[src/rtl/ddr_rd_arbiter_if.sv]
// Request/response bus between the requesters, the read arbiter and the DDR read port.
// The arbiter connects through the slave modport; the environment uses the master modport.
interface ddr_rd_arbiter_if #(
   parameter int NUM_REQ    = 2,
   parameter int ADDR_WIDTH = 26
);
   logic [NUM_REQ*ADDR_WIDTH-1:0] req_addr;
   logic [NUM_REQ-1:0]            req_valid;
   logic [NUM_REQ-1:0]            req_ready;
   logic [ADDR_WIDTH-1:0]         ddr_rd_req_addr;
   logic                          ddr_rd_req_valid;
   logic                          ddr_rd_req_almost_full;
   logic [511:0]                  ddr_rd_resp_data;
   logic                          ddr_rd_resp_valid;
   logic [511:0]                  resp_data;
   logic [NUM_REQ-1:0]            resp_valid;

   modport slave (
      input  req_addr, req_valid, ddr_rd_req_almost_full, ddr_rd_resp_data, ddr_rd_resp_valid,
      output req_ready, ddr_rd_req_addr, ddr_rd_req_valid, resp_data, resp_valid
   );

   modport master (
      output req_addr, req_valid, ddr_rd_req_almost_full, ddr_rd_resp_data, ddr_rd_resp_valid,
      input  req_ready, ddr_rd_req_addr, ddr_rd_req_valid, resp_data, resp_valid
   );
endinterface

[src/rtl/ddr_rd_arbiter.sv]
// Round-robin arbiter sharing one DDR read-request channel between NUM_REQ requesters.
// A tag FIFO remembers the owner of each in-order read so responses are steered back.
module ddr_rd_arbiter #(
   parameter int NUM_REQ    = 2,
   parameter int ADDR_WIDTH = 26,
   parameter int MAX_OUTST  = 32,
   parameter int TAG_DEPTH  = 64
) (
   input  logic                 clk,
   input  logic                 rst,
   ddr_rd_arbiter_if.slave      bus,
   output logic [NUM_REQ*6-1:0] outst_cnt,
   output logic                 tag_err
);
   localparam int IDX_W = (NUM_REQ > 1) ? $clog2(NUM_REQ) : 1;
   localparam int PTR_W = $clog2(TAG_DEPTH);
   localparam int CNT_W = PTR_W + 1;
   localparam logic [5:0]       OUTST_LIMIT = 6'(MAX_OUTST);
   localparam logic [CNT_W-1:0] TAG_FULL    = CNT_W'(TAG_DEPTH);
   localparam logic [IDX_W:0]   NUM_REQ_W   = (IDX_W+1)'(NUM_REQ);

   logic [IDX_W-1:0]      rr_ptr;
   logic [IDX_W-1:0]      tag_mem [TAG_DEPTH];
   logic [PTR_W-1:0]      wr_ptr;
   logic [PTR_W-1:0]      rd_ptr;
   logic [CNT_W-1:0]      tag_count;

   logic                  chan_open;
   logic [NUM_REQ-1:0]    eligible;
   logic [IDX_W:0]        cand;
   logic                  grant_any;
   logic [IDX_W-1:0]      grant_idx;
   logic [IDX_W-1:0]      next_ptr;
   logic [NUM_REQ-1:0]    grant_vec;
   logic [ADDR_WIDTH-1:0] grant_addr;
   logic                  tag_empty;
   logic                  pop;
   logic [IDX_W-1:0]      head;
   logic [NUM_REQ-1:0]    resp_onehot;

   function automatic logic [NUM_REQ-1:0] onehot(input logic [IDX_W-1:0] idx);
      logic [NUM_REQ-1:0] v;
      v = '0;
      v[idx] = 1'b1;
      return v;
   endfunction

   // Eligibility: channel open (no backpressure, tag space left, not in reset) and credit left.
   always_comb begin
      chan_open = !bus.ddr_rd_req_almost_full && (tag_count != TAG_FULL) && !rst;
      for (int i = 0; i < NUM_REQ; i++) begin
         eligible[i] = chan_open && bus.req_valid[i] && (outst_cnt[i*6 +: 6] < OUTST_LIMIT);
      end
   end

   // Round-robin search starting at rr_ptr; the first eligible requester wins.
   always_comb begin
      grant_any = 1'b0;
      grant_idx = '0;
      cand      = '0;
      for (int o = 0; o < NUM_REQ; o++) begin
         cand = {1'b0, rr_ptr} + (IDX_W+1)'(o);
         if (cand >= NUM_REQ_W) begin
            cand = cand - NUM_REQ_W;
         end else begin
            cand = cand;
         end
         if (!grant_any && eligible[cand[IDX_W-1:0]]) begin
            grant_any = 1'b1;
            grant_idx = cand[IDX_W-1:0];
         end else begin
            grant_any = grant_any;
         end
      end
   end

   // Grant vector, winning address and pointer successor.
   always_comb begin
      grant_vec  = '0;
      grant_addr = '0;
      if (grant_any) begin
         grant_vec[grant_idx] = 1'b1;
      end else begin
         grant_vec = '0;
      end
      for (int i = 0; i < NUM_REQ; i++) begin
         if (grant_vec[i]) begin
            grant_addr = bus.req_addr[i*ADDR_WIDTH +: ADDR_WIDTH];
         end else begin
            grant_addr = grant_addr;
         end
      end
      if (grant_idx == IDX_W'(NUM_REQ - 1)) begin
         next_ptr = '0;
      end else begin
         next_ptr = grant_idx + IDX_W'(1);
      end
   end

   // A response with an empty tag FIFO is dropped rather than popped.
   always_comb begin
      tag_empty = (tag_count == '0);
      pop       = bus.ddr_rd_resp_valid && !tag_empty;
      head      = tag_mem[rd_ptr];
      if (pop) begin
         resp_onehot = onehot(head);
      end else begin
         resp_onehot = '0;
      end
   end

   assign bus.req_ready = grant_vec;

   // Request/response registers, tag FIFO and per-requester credit counters.
   always_ff @(posedge clk) begin
      if (rst) begin
         rr_ptr               <= '0;
         bus.ddr_rd_req_valid <= 1'b0;
         bus.ddr_rd_req_addr  <= '0;
         bus.resp_data        <= '0;
         bus.resp_valid       <= '0;
         tag_err              <= 1'b0;
         wr_ptr               <= '0;
         rd_ptr               <= '0;
         tag_count            <= '0;
         outst_cnt            <= '0;
         for (int t = 0; t < TAG_DEPTH; t++) begin
            tag_mem[t] <= '0;
         end
      end else begin
         bus.ddr_rd_req_valid <= grant_any;
         bus.resp_valid       <= resp_onehot;
         if (grant_any) begin
            rr_ptr              <= next_ptr;
            bus.ddr_rd_req_addr <= grant_addr;
            tag_mem[wr_ptr]     <= grant_idx;
            wr_ptr              <= wr_ptr + PTR_W'(1);
         end
         if (bus.ddr_rd_resp_valid) begin
            bus.resp_data <= bus.ddr_rd_resp_data;
         end
         if (bus.ddr_rd_resp_valid && tag_empty) begin
            tag_err <= 1'b1;
         end
         if (pop) begin
            rd_ptr <= rd_ptr + PTR_W'(1);
         end
         case ({grant_any, pop})
            2'b10:   tag_count <= tag_count + CNT_W'(1);
            2'b01:   tag_count <= tag_count - CNT_W'(1);
            default: tag_count <= tag_count;
         endcase
         for (int i = 0; i < NUM_REQ; i++) begin
            case ({grant_vec[i], resp_onehot[i]})
               2'b10:   outst_cnt[i*6 +: 6] <= outst_cnt[i*6 +: 6] + 6'd1;
               2'b01:   outst_cnt[i*6 +: 6] <= outst_cnt[i*6 +: 6] - 6'd1;
               default: outst_cnt[i*6 +: 6] <= outst_cnt[i*6 +: 6];
            endcase
         end
      end
   end
endmodule

[src/flat_wrapper.sv]
// flat-port wrapper written by rule: the top's interface ports become plain ports
module ddr_rd_arbiter_flat 
#(
   parameter int NUM_REQ    = 2,
   parameter int ADDR_WIDTH = 26,
   parameter int MAX_OUTST  = 32,
   parameter int TAG_DEPTH  = 64
)
  (clk, rst, outst_cnt, tag_err, bus_req_addr, bus_req_valid, bus_ddr_rd_req_almost_full, bus_ddr_rd_resp_data, bus_ddr_rd_resp_valid, bus_req_ready, bus_ddr_rd_req_addr, bus_ddr_rd_req_valid, bus_resp_data, bus_resp_valid);
  ddr_rd_arbiter_if #(.NUM_REQ(NUM_REQ), .ADDR_WIDTH(ADDR_WIDTH)) bus_i ();
  input  logic clk;
  input  logic rst;
  output logic [NUM_REQ*6-1:0] outst_cnt;
  output logic tag_err;
  input wire logic [$bits(bus_i.req_addr)-1:0] bus_req_addr;
  input wire logic [$bits(bus_i.req_valid)-1:0] bus_req_valid;
  input wire logic [$bits(bus_i.ddr_rd_req_almost_full)-1:0] bus_ddr_rd_req_almost_full;
  input wire logic [$bits(bus_i.ddr_rd_resp_data)-1:0] bus_ddr_rd_resp_data;
  input wire logic [$bits(bus_i.ddr_rd_resp_valid)-1:0] bus_ddr_rd_resp_valid;
  output wire logic [$bits(bus_i.req_ready)-1:0] bus_req_ready;
  output wire logic [$bits(bus_i.ddr_rd_req_addr)-1:0] bus_ddr_rd_req_addr;
  output wire logic [$bits(bus_i.ddr_rd_req_valid)-1:0] bus_ddr_rd_req_valid;
  output wire logic [$bits(bus_i.resp_data)-1:0] bus_resp_data;
  output wire logic [$bits(bus_i.resp_valid)-1:0] bus_resp_valid;
  assign bus_i.req_addr = bus_req_addr;
  assign bus_i.req_valid = bus_req_valid;
  assign bus_i.ddr_rd_req_almost_full = bus_ddr_rd_req_almost_full;
  assign bus_i.ddr_rd_resp_data = bus_ddr_rd_resp_data;
  assign bus_i.ddr_rd_resp_valid = bus_ddr_rd_resp_valid;
  assign bus_req_ready = bus_i.req_ready;
  assign bus_ddr_rd_req_addr = bus_i.ddr_rd_req_addr;
  assign bus_ddr_rd_req_valid = bus_i.ddr_rd_req_valid;
  assign bus_resp_data = bus_i.resp_data;
  assign bus_resp_valid = bus_i.resp_valid;
  ddr_rd_arbiter #(.NUM_REQ(NUM_REQ), .ADDR_WIDTH(ADDR_WIDTH), .MAX_OUTST(MAX_OUTST), .TAG_DEPTH(TAG_DEPTH)) u_core (.clk(clk), .rst(rst), .bus(bus_i), .outst_cnt(outst_cnt), .tag_err(tag_err));
endmodule
[config.mk]
export PLATFORM = sky130hd
export DESIGN_NAME = ddr_rd_arbiter_flat
export DESIGN_NICKNAME = d
export VERILOG_FILES = /design/src/rtl/ddr_rd_arbiter_if.sv /design/src/rtl/ddr_rd_arbiter.sv /design/src/flat_wrapper.sv
export SDC_FILE = /design/constraint.sdc
export NUM_CORES = 1
export LEC_CHECK = 0
export CAP_MARGIN = 20
export CORE_AREA = 4 4 441 443
export DETAILED_ROUTE_END_ITERATION = 10
export DIE_AREA = 0 0 445 447
export GPL_ROUTABILITY_DRIVEN = 0
export PLACE_DENSITY_LB_ADDON = 0.12
export SKIP_LAST_GASP = 1
export SYNTH_ARGS = -nofsm -noshare
export SYNTH_HDL_FRONTEND = slang
export SYNTH_SLANG_ARGS = --single-unit
[constraint.sdc]
create_clock -name clk -period 6.4 [get_ports clk]
set_clock_uncertainty 0.1 [all_clocks]
set_input_delay 0.64 -clock clk [delete_from_list [all_inputs] [get_ports clk]]
set_output_delay 0.64 -clock clk [all_outputs]
set_load 0.02 [all_outputs]
==> out/qor_table.md <==
| Quantity | This run | Unit |
| --- | --- | --- |
| Status | completed | - |
| Via count of the first global-routing pass | 20.9k | - |
| RSZ-0062 raised after global routing | no | - |
| Number of setup violations in the final report | 0 | - |
| Post-Layout Cell Count | 5975 | - |
| Share of layout cells above drive strength 1 | 5.62 | % |
| Final Hold Violating Endpoints | 0 | - |
| Avg Inst Size Synth | 10.6 | um^2 |
| Die Area | 199000 | um^2 |
| Critical Path Source Type | flop | - |
| Violation count after the first detailed-routing iteration | 917 | - |
| Proportion of synthesized chip area in sequential cells | 54.9 | % |
| Antenna violations before repair | 39 | - |
| Die span in y | 447 | um |
| Synthesized net count | 2912 | - |
| Input/output buffers | 1125 | - |
| Layout fillers | 20.7k | - |
| Reg-to-reg endpoint | u_core.outst_cnt[5] | - |
| Count of distinct cell types in the synthesized netlist | 53 | - |
| Actual slew at the worst max-slew pin | 1.04 | ns |
| Arr. time, crit path | 5.22 | ns |
| Reg2Reg Depth | 13 | - |
| Clk slew on worst S/H paths | 0.06 | ns |
| Maximum frequency from static timing analysis | 211 | MHz |
| Total overflow reported by the global router | 0 | - |
| Post-route worst setup slack | 1.65 | ns |
| Number of levels in the clock H-tree | 3 | - |
| Die X | 445 | um |
| Area of the placeable core | 190000 | um^2 |
| HPWL reported at the end of detailed placement | 110000 | um |
| End point of the critical path | u_core.outst_cnt[5] | - |
| Placed cell count | 5796 | - |
| Maximum Capacitance Violations | 0 | - |
| Largest driver fanout on the critical path | 10 | - |
| Hold buffer count at cts | 0 | - |
| # resized after CTS | 0 | - |
| Number of setup buffers added after CTS | 0 | - |
| Vias post-DR | 20.7k | - |
| Post-route antenna net violation count | 0 | - |
| Total clock sinks | 644 | - |
| Post-synthesis instance total | 2321 | - |
| PD cells | 298 | nW/um^2 |
| Synth-to-Final Area Change | 68.9 | % |
| Rows | 160 | - |
| Synthesis Warnings | 0 | - |
| Count of flip-flops with a built-in enable after synthesis | 64 | - |
| Number of pins with negative max-slew slack in the final report | 0 | - |
| Total routing usage reported by global routing | 13.6 | % |
| Lkg Pwr | 0.0162 | uW |
| Number of buffers on the longest clock path | 3 | - |
| First-pass GRT wire length | 187000 | um |
| Dominant register cell in the synthesized netlist | sky130_fd_sc_hd__dfxtp_1 | - |
| Routed via count divided by cell count | 3.47 | - |
| CTS tree | yes | - |
| Period Utilization, post-route | 74.2 | % |
| Clock Latency Late Sink | 0.69 | ns |
| Detailed-route DRC error count | 0 | - |
| Maximum vdd drop | 0.198 | mV |
| Drt total wl | 143000 | um |
| Mean routed wirelength per cell | 23.9 | um |
| Detailed-router iteration count before antenna repair | 5 | - |
| Net count, final | 3970 | - |
| Type of the tightest min-delay check | input pin to flop | - |
| WP data required | 6.87 | ns |
| Time the final worst path needs with I/O delays and setup | 4.75 | ns |
| Post-route worst hold slack | 0.316 | ns |
| Critical Setup Path Class | flop to flop | - |
| Clock buffer count from CTS | 92 | - |
| Placement-stage worst setup slack | 1.47 | ns |
| Post-synthesis cell area | 24600 | um^2 |
| Critical path capture point type | flop | - |
| Total I/O pin count | 1126 | - |
| Summed negative setup slack over all endpoints | 0 | ns |
| Remaining max-slew budget at the tightest pin | 30.9 | % |
| Reg-to-reg setup timing slack | 1.65 | ns |
| Asr flop ratio synth | 0 | % |
| Initial cell density of the core | 13.0 | % |
| Final core utilization | 21.9 | % |
| FF+latch count, synth | 644 | - |
| Root buf cell | sky130_fd_sc_hd__clkbuf_16 | - |
| Largest net degree at the start of global routing | 176 | - |
Yosys cell counts, types with 2 or more instances:
library cell | count | area (um^2)
sky130_fd_sc_hd__nand4_1 | 8 | 50.1
sky130_fd_sc_hd__nor3_1 | 33 | 165
sky130_fd_sc_hd__nor3_2 | 2 | 20.0
sky130_fd_sc_hd__nand2_1 | 27 | 101
sky130_fd_sc_hd__mux2_2 | 3 | 33.8
sky130_fd_sc_hd__a22oi_1 | 2 | 15.0
sky130_fd_sc_hd__o21a_1 | 2 | 15.0
sky130_fd_sc_hd__mux4_2 | 16 | 360
sky130_fd_sc_hd__inv_2 | 2 | 7.51
sky130_fd_sc_hd__a21o_1 | 5 | 37.5
sky130_fd_sc_hd__clkbuf_1 | 122 | 458
sky130_fd_sc_hd__nor2b_1 | 10 | 62.6
sky130_fd_sc_hd__nand4b_1 | 4 | 35.0
sky130_fd_sc_hd__dfxtp_1 | 580 | 11600
sky130_fd_sc_hd__a211oi_1 | 2 | 15.0
sky130_fd_sc_hd__fa_1 | 3 | 60.1
sky130_fd_sc_hd__nor2_1 | 591 | 2220
sky130_fd_sc_hd__a2111o_1 | 3 | 33.8
sky130_fd_sc_hd__buf_1 | 46 | 173
sky130_fd_sc_hd__edfxtp_1 | 64 | 1920
sky130_fd_sc_hd__or3b_2 | 3 | 26.3
sky130_fd_sc_hd__o211ai_1 | 4 | 30.0
sky130_fd_sc_hd__nand3_1 | 8 | 40.0
sky130_fd_sc_hd__inv_1 | 11 | 41.3
sky130_fd_sc_hd__o21bai_1 | 64 | 480
sky130_fd_sc_hd__buf_2 | 6 | 30.0
sky130_fd_sc_hd__nand2b_1 | 9 | 56.3
sky130_fd_sc_hd__a21oi_1 | 24 | 120
sky130_fd_sc_hd__nand3b_1 | 29 | 218
sky130_fd_sc_hd__ha_1 | 18 | 225
sky130_fd_sc_hd__or3_1 | 3 | 18.8
sky130_fd_sc_hd__nor4_1 | 2 | 12.5
sky130_fd_sc_hd__xor2_1 | 11 | 96.3
sky130_fd_sc_hd__or2_2 | 6 | 37.5
sky130_fd_sc_hd__o21ai_0 | 29 | 145
sky130_fd_sc_hd__xnor2_1 | 7 | 61.3
sky130_fd_sc_hd__mux2i_1 | 546 | 5470
per-layer routing:
layer | share of wire [%] | GRT usage, %
met5 | 0.029 | 0
met1 | 40 | 15.6
met2 | 52 | 24.1
met3 | 6.3 | 4.09
met4 | 2.3 | 4.19
stage by stage:
stage | area [um^2] | power (uW)
after global placement | 38600 | 7380
after floorplan | 24600 | 5980
final | 41600 | 12400
after global routing | 41600 | 13000
after detailed placement | 38600 | 7360
after CTS | 41600 | 12700
flip-flops by register name, summed over array words and instances (netlist names), named ones only:
signal and flops:
u_core.rr_ptr 1, u_core.outst_cnt 12, u_core.bus.ddr_rd_req_addr 26, u_core.bus.resp_data 512, u_core.bus.ddr_rd_req_valid 1, u_core.bus.resp_valid 2
u_core.tag_count 7, u_core.rd_ptr 6, u_core.tag_mem 64, u_core.tag_err 1, u_core.wr_ptr 6
cells by family (layout without fill, tap and decap cells):
group	count (synthesis)	after routing	share of synthesized area, %
adders and majority gates	21	21	1.16
xor gates and xnor gates	18	18	0.640
AOI/OAI and AO/OA	141	141	3.90
buffers and inverters	191	1321	2.99
other	0	13	0
DFF	644	644	54.9
muxes	565	565	23.8
and+or+nand+nor	741	741	12.6
worst min-delay path by stage:
stage | start | endpoint | slack [ns] | depth (start not counted)
2_1_floorplan | u_core.rd_ptr[1] | flop | 0.37 | 2
3_3_place_gp | u_core.tag_err | u_core.tag_err | 0.35 | 2
3_5_place_dp | u_core.tag_err | u_core.tag_err | 0.37 | 2
4_1_cts | rst | u_core.bus.resp_data[185] | 0.27 | 2
5_1_grt | rst | u_core.bus.resp_data[185] | 0.33 | 2
6_report | rst | u_core.bus.resp_data[511] | 0.32 | 2
where the power goes:
part | leakage [uW] | internal, uW | switching (uW)
Clock | 0.00149 | 3060 | 2110
Combinational | 0.00930 | 1260 | 1390
Sequential | 0.00541 | 4370 | 199
area by class of cell:
| cell class | instances | area [um^2] | share of cell area (%) |
|---|---|---|---|
| multi-input cells | 1486 | 10400 | 24.9 |
| repair buffers | 1141 | 11500 | 27.6 |
| flip-flops and latches | 644 | 13500 | 32.5 |
| diodes | 13 | 32.5 | 0.0782 |
| clock buffers | 143 | 2790 | 6.69 |
| well taps | 2511 | 3140 | 7.55 |
| inverters | 14 | 52.6 | 0.126 |
| clock inverters | 23 | 230 | 0.553 |
cell usage in the layout, fill, tap and decap left out, types with 7 or more instances in the layout:
cell                              instances
sky130_fd_sc_hd__clkdlybuf4s50_1       1123
sky130_fd_sc_hd__nor2_1                 591
sky130_fd_sc_hd__dfxtp_1                580
sky130_fd_sc_hd__mux2i_1                546
sky130_fd_sc_hd__clkbuf_16               93
sky130_fd_sc_hd__o21bai_1                64
sky130_fd_sc_hd__edfxtp_1                64
sky130_fd_sc_hd__nor3_1                  33
sky130_fd_sc_hd__nand3b_1                29
sky130_fd_sc_hd__o21ai_0                 29
sky130_fd_sc_hd__nand2_1                 27
sky130_fd_sc_hd__clkbuf_8                27
sky130_fd_sc_hd__a21oi_1                 24
sky130_fd_sc_hd__clkbuf_1                23
sky130_fd_sc_hd__ha_1                    18
sky130_fd_sc_hd__mux4_2                  16
sky130_fd_sc_hd__diode_2                 13
sky130_fd_sc_hd__clkinv_2                13
sky130_fd_sc_hd__inv_1                   11
sky130_fd_sc_hd__xor2_1                  11
sky130_fd_sc_hd__nor2b_1                 10
sky130_fd_sc_hd__buf_4                   10
sky130_fd_sc_hd__nand2b_1                 9
sky130_fd_sc_hd__nand3_1                  8
sky130_fd_sc_hd__nand4_1                  8
sky130_fd_sc_hd__xnor2_1                  7
critical path, cell delays in order, from the launching register on:
cell                       delay, ns
sky130_fd_sc_hd__dfxtp_1        0.70
sky130_fd_sc_hd__buf_4          0.30
sky130_fd_sc_hd__mux4_2         0.51
sky130_fd_sc_hd__mux2i_1        0.20
sky130_fd_sc_hd__a211oi_1       0.14
sky130_fd_sc_hd__a22o_1         0.25
sky130_fd_sc_hd__nor3_1         0.50
sky130_fd_sc_hd__ha_1           0.41
sky130_fd_sc_hd__ha_1           0.28
sky130_fd_sc_hd__a21o_1         0.17
sky130_fd_sc_hd__a21o_1         0.20
sky130_fd_sc_hd__a2111o_1       0.40
sky130_fd_sc_hd__o211ai_1       0.10
sky130_fd_sc_hd__mux2_2         0.35
Power figures use the tool's default switching activity.
==> RTL edit (same flow settings) <==
`NUM_REQ` is set to 2 in 3 places; all go to 8.
--- a/src/rtl/ddr_rd_arbiter_if.sv
+++ b/src/rtl/ddr_rd_arbiter_if.sv
@@ -1,7 +1,7 @@
 // Request/response bus between the requesters, the read arbiter and the DDR read port.
 // The arbiter connects through the slave modport; the environment uses the master modport.
 interface ddr_rd_arbiter_if #(
-   parameter int NUM_REQ    = 2,
+   parameter int NUM_REQ    = 8,
    parameter int ADDR_WIDTH = 26
 );
    logic [NUM_REQ*ADDR_WIDTH-1:0] req_addr;
--- a/src/rtl/ddr_rd_arbiter.sv
+++ b/src/rtl/ddr_rd_arbiter.sv
@@ -1,7 +1,7 @@
 // Round-robin arbiter sharing one DDR read-request channel between NUM_REQ requesters.
 // A tag FIFO remembers the owner of each in-order read so responses are steered back.
 module ddr_rd_arbiter #(
-   parameter int NUM_REQ    = 2,
+   parameter int NUM_REQ    = 8,
    parameter int ADDR_WIDTH = 26,
    parameter int MAX_OUTST  = 32,
    parameter int TAG_DEPTH  = 64
--- a/src/flat_wrapper.sv
+++ b/src/flat_wrapper.sv
@@ -1,7 +1,7 @@
 // flat-port wrapper written by rule: the top's interface ports become plain ports
 module ddr_rd_arbiter_flat 
 #(
-   parameter int NUM_REQ    = 2,
+   parameter int NUM_REQ    = 8,
    parameter int ADDR_WIDTH = 26,
    parameter int MAX_OUTST  = 32,
    parameter int TAG_DEPTH  = 64
Interface: changed (5 resized); port bits go from 1126 to 1336. The function was not compared with the original's and may differ.
==> RTL edit against the unedited design <==
  * Synthesized area grew 46%
  * First-iteration DRC count grew 120%
  * Worst setup slack lost 1200 ps
  * Cell count grew 21%
  * Count of clock-buffer cells in the layout grew 25
  * Total power grew 28%
  * Design area grew 33%
  * Worst hold slack lost 120 ps
  * Non-clock buffer count grew 259
  * Sequential cell count grew 172
  * Routed wire length grew 62%
  * Sequential power grew 28%
==> RTL edit: results (changes against the unedited design) <==
| Metric | Value |
|---|---|
| Outcome | finished, final reports clean |
| Via count | 31637 (+53%) |
| Critical path's slowest cell | mux4_2 |
| Drt wl/cell | 31.97 µm (+34%) |
| Peak per-stage delay on the critical path | 630 ps (-70 ps) |
| Worst R2R Start | u_core.rr_ptr[0] |
| Dominant synthesized flop cell | dfxtp_1 |
| Worst hold stages | 2 (unchanged) |
| Non-Filler Instances | 7227 (+21%) |
| Initial DRC Count | 2039 (+120%) |
| CP max FO | 17 (+7) |
| Largest net degree at the start of global routing | 204 (+16%) |
| Vias in the first global route | 31165 (+49%) |
| Register area share after synthesis | 0.5083 (-0.04076) |
| Resized cells post-CTS | 0 (unchanged) |
| First-pass GRT wire length | 298700 µm (+60%) |
| Synthesized Nets | 4190 (+44%) |
| Largest regs | u_core.bus.resp_data x512, u_core.tag_mem x192, u_core.outst_cnt x48 |
| Layout cells sized above 1 | 0.06997 (+0.01375) |
| H-tree depth reported by CTS | 3 (unchanged) |
| Commonest cells post-synth | 674 x nor2_1, 624 x dfxtp_1, 531 x mux2i_1 |
| DRT Pass-1 Iters | 5 (unchanged) |
| VDD IR max | 0.2058 mV (+3.9%) |
| Top cells by area, synth | dfxtp_1 35%, edfxtp_1 16%, mux2i_1 15% |
| Reg2reg end | u_core.outst_cnt[5] |
| Gr usage total | 0.2208 (+0.08513) |
| Number of port buffers | 1335 (+19%) |
| Lkg Pwr | 21.08 nW (+30%) |
| Internal power | 10.80 mW (+24%) |
| Initial antenna violation count | 81 (+110%) |
| Reg2Reg Depth | 21 (+8) |
| TritonCTS Buffers | 107 (+16%) |
| Cell count after synthesis | 3397 (+46%) |
| Post-DP HPWL | 186100 µm (+68%) |
| R2R setup slack | 680 ps (-970 ps) |
| HP Class | input port to flip-flop |
| Clk_lat worst skew | 730 ps (+40 ps) |
| Slew HR | 0.05303 (-0.2564) |
| Number of cells in the design after placement | 7017 (+21%) |
| WHS Endpoint | u_core.tag_count[5] |
| Unique masters post-synth | 78 (+47%) |
| Warnings, synthesis | 0 (unchanged) |
| Post-synth EDFFs | 192 (+200%) |
| Worst path top cell family by delay | buffers and inverters |
| Layout Nets | 5408 (+36%) |
==> RTL edit: changes by cell type in the layout (fill, tap and decap cells not counted), sizes merged, moves of 59 or more <==
cell | unedited run | this run
clkdlybuf4s50 | 1123 | 1333
nor3 | 35 | 188
edfxtp | 64 | 192
nor2 | 591 | 675
mux4 | 16 | 78
inv | 14 | 73
==> RTL edit: kinds of logic (layout without fill, tap and decap cells) <==
kind of cell,after synthesis,count (layout),synth area share
other cells,0,14,0
simple gates,1046,1046,0.1262
compound gates,442,442,0.08838
fa+ha+maj,61,61,0.02313
flops,816,816,0.5083
xor+xnor,57,57,0.01432
buf+inv,363,1668,0.04117
mux,612,612,0.1985
==> RTL edit: how the worst max path moves through the flow <==
| stage | to | from | slack [ps] | cells after the start |
|---|---|---|---|---|
| detailed placement | u_core.outst_cnt[5] | bus_req_valid[4] | 580 | 20 |
| global placement | u_core.outst_cnt[5] | bus_req_valid[3] | 540 | 20 |
| CTS | bus_req_ready[7] | u_core.rr_ptr[0] | 300 | 12 |
| finish | bus_req_ready[7] | u_core.rr_ptr[0] | 420 | 12 |
| global route | bus_req_ready[7] | u_core.rr_ptr[0] | 90 | 12 |
| floorplan | u_core.outst_cnt[5] | u_core.rr_ptr[0] | 1040 | 24 |
==> RTL edit: final cells by class <==
class | instances | area [µm²]
fill | 19913 | 134600
sequential | 816 | 18260
multi-input combinational | 2218 | 16280
timing repair buffer | 1400 | 13950
clock buffer | 168 | 3174
tap | 2511 | 3142
inverter | 72 | 275.3
clock inverter | 28 | 254.0
antenna | 14 | 35.03
==> RTL edit: power groups by stage <==
stage / clock network, mW / registers [mW] / logic, mW
after floorplan: 0 / 6.18 / 1.73
after global placement: 0 / 5.97 / 3.97
after detailed placement: 0 / 5.98 / 3.97
after CTS: 6.23 / 5.87 / 3.99
after global routing: 6.40 / 5.91 / 4.19
final: 6.02 / 5.87 / 3.94
==> RTL edit: metal layers <==
layer  up-vias  share of wire  wire, µm  GRT usage
met5         -        0.00023        54          0
met4         8          0.052     11910    0.09428
met3       360          0.068     15690    0.06425
met2      1210           0.52    119600     0.4033
met1     15466           0.36     83820     0.2362
li1      14593              -         -          -
==> RTL edit: per-stage QoR <==
stage | hold slack (ps) | cell area (µm²) | setup WS (ps) | util
after floorplan | 367.8 | 35920 | 1043 | -
after global placement | 369.5 | 51910 | 535.9 | 0.2732
after detailed placement | 373.9 | 51910 | 582.5 | 0.2732
after CTS | 153.5 | 55340 | 297.4 | 0.2913
after global routing | 198.6 | 55350 | 85.08 | 0.2913
final | 200.7 | 55370 | 415.4 | 0.2915
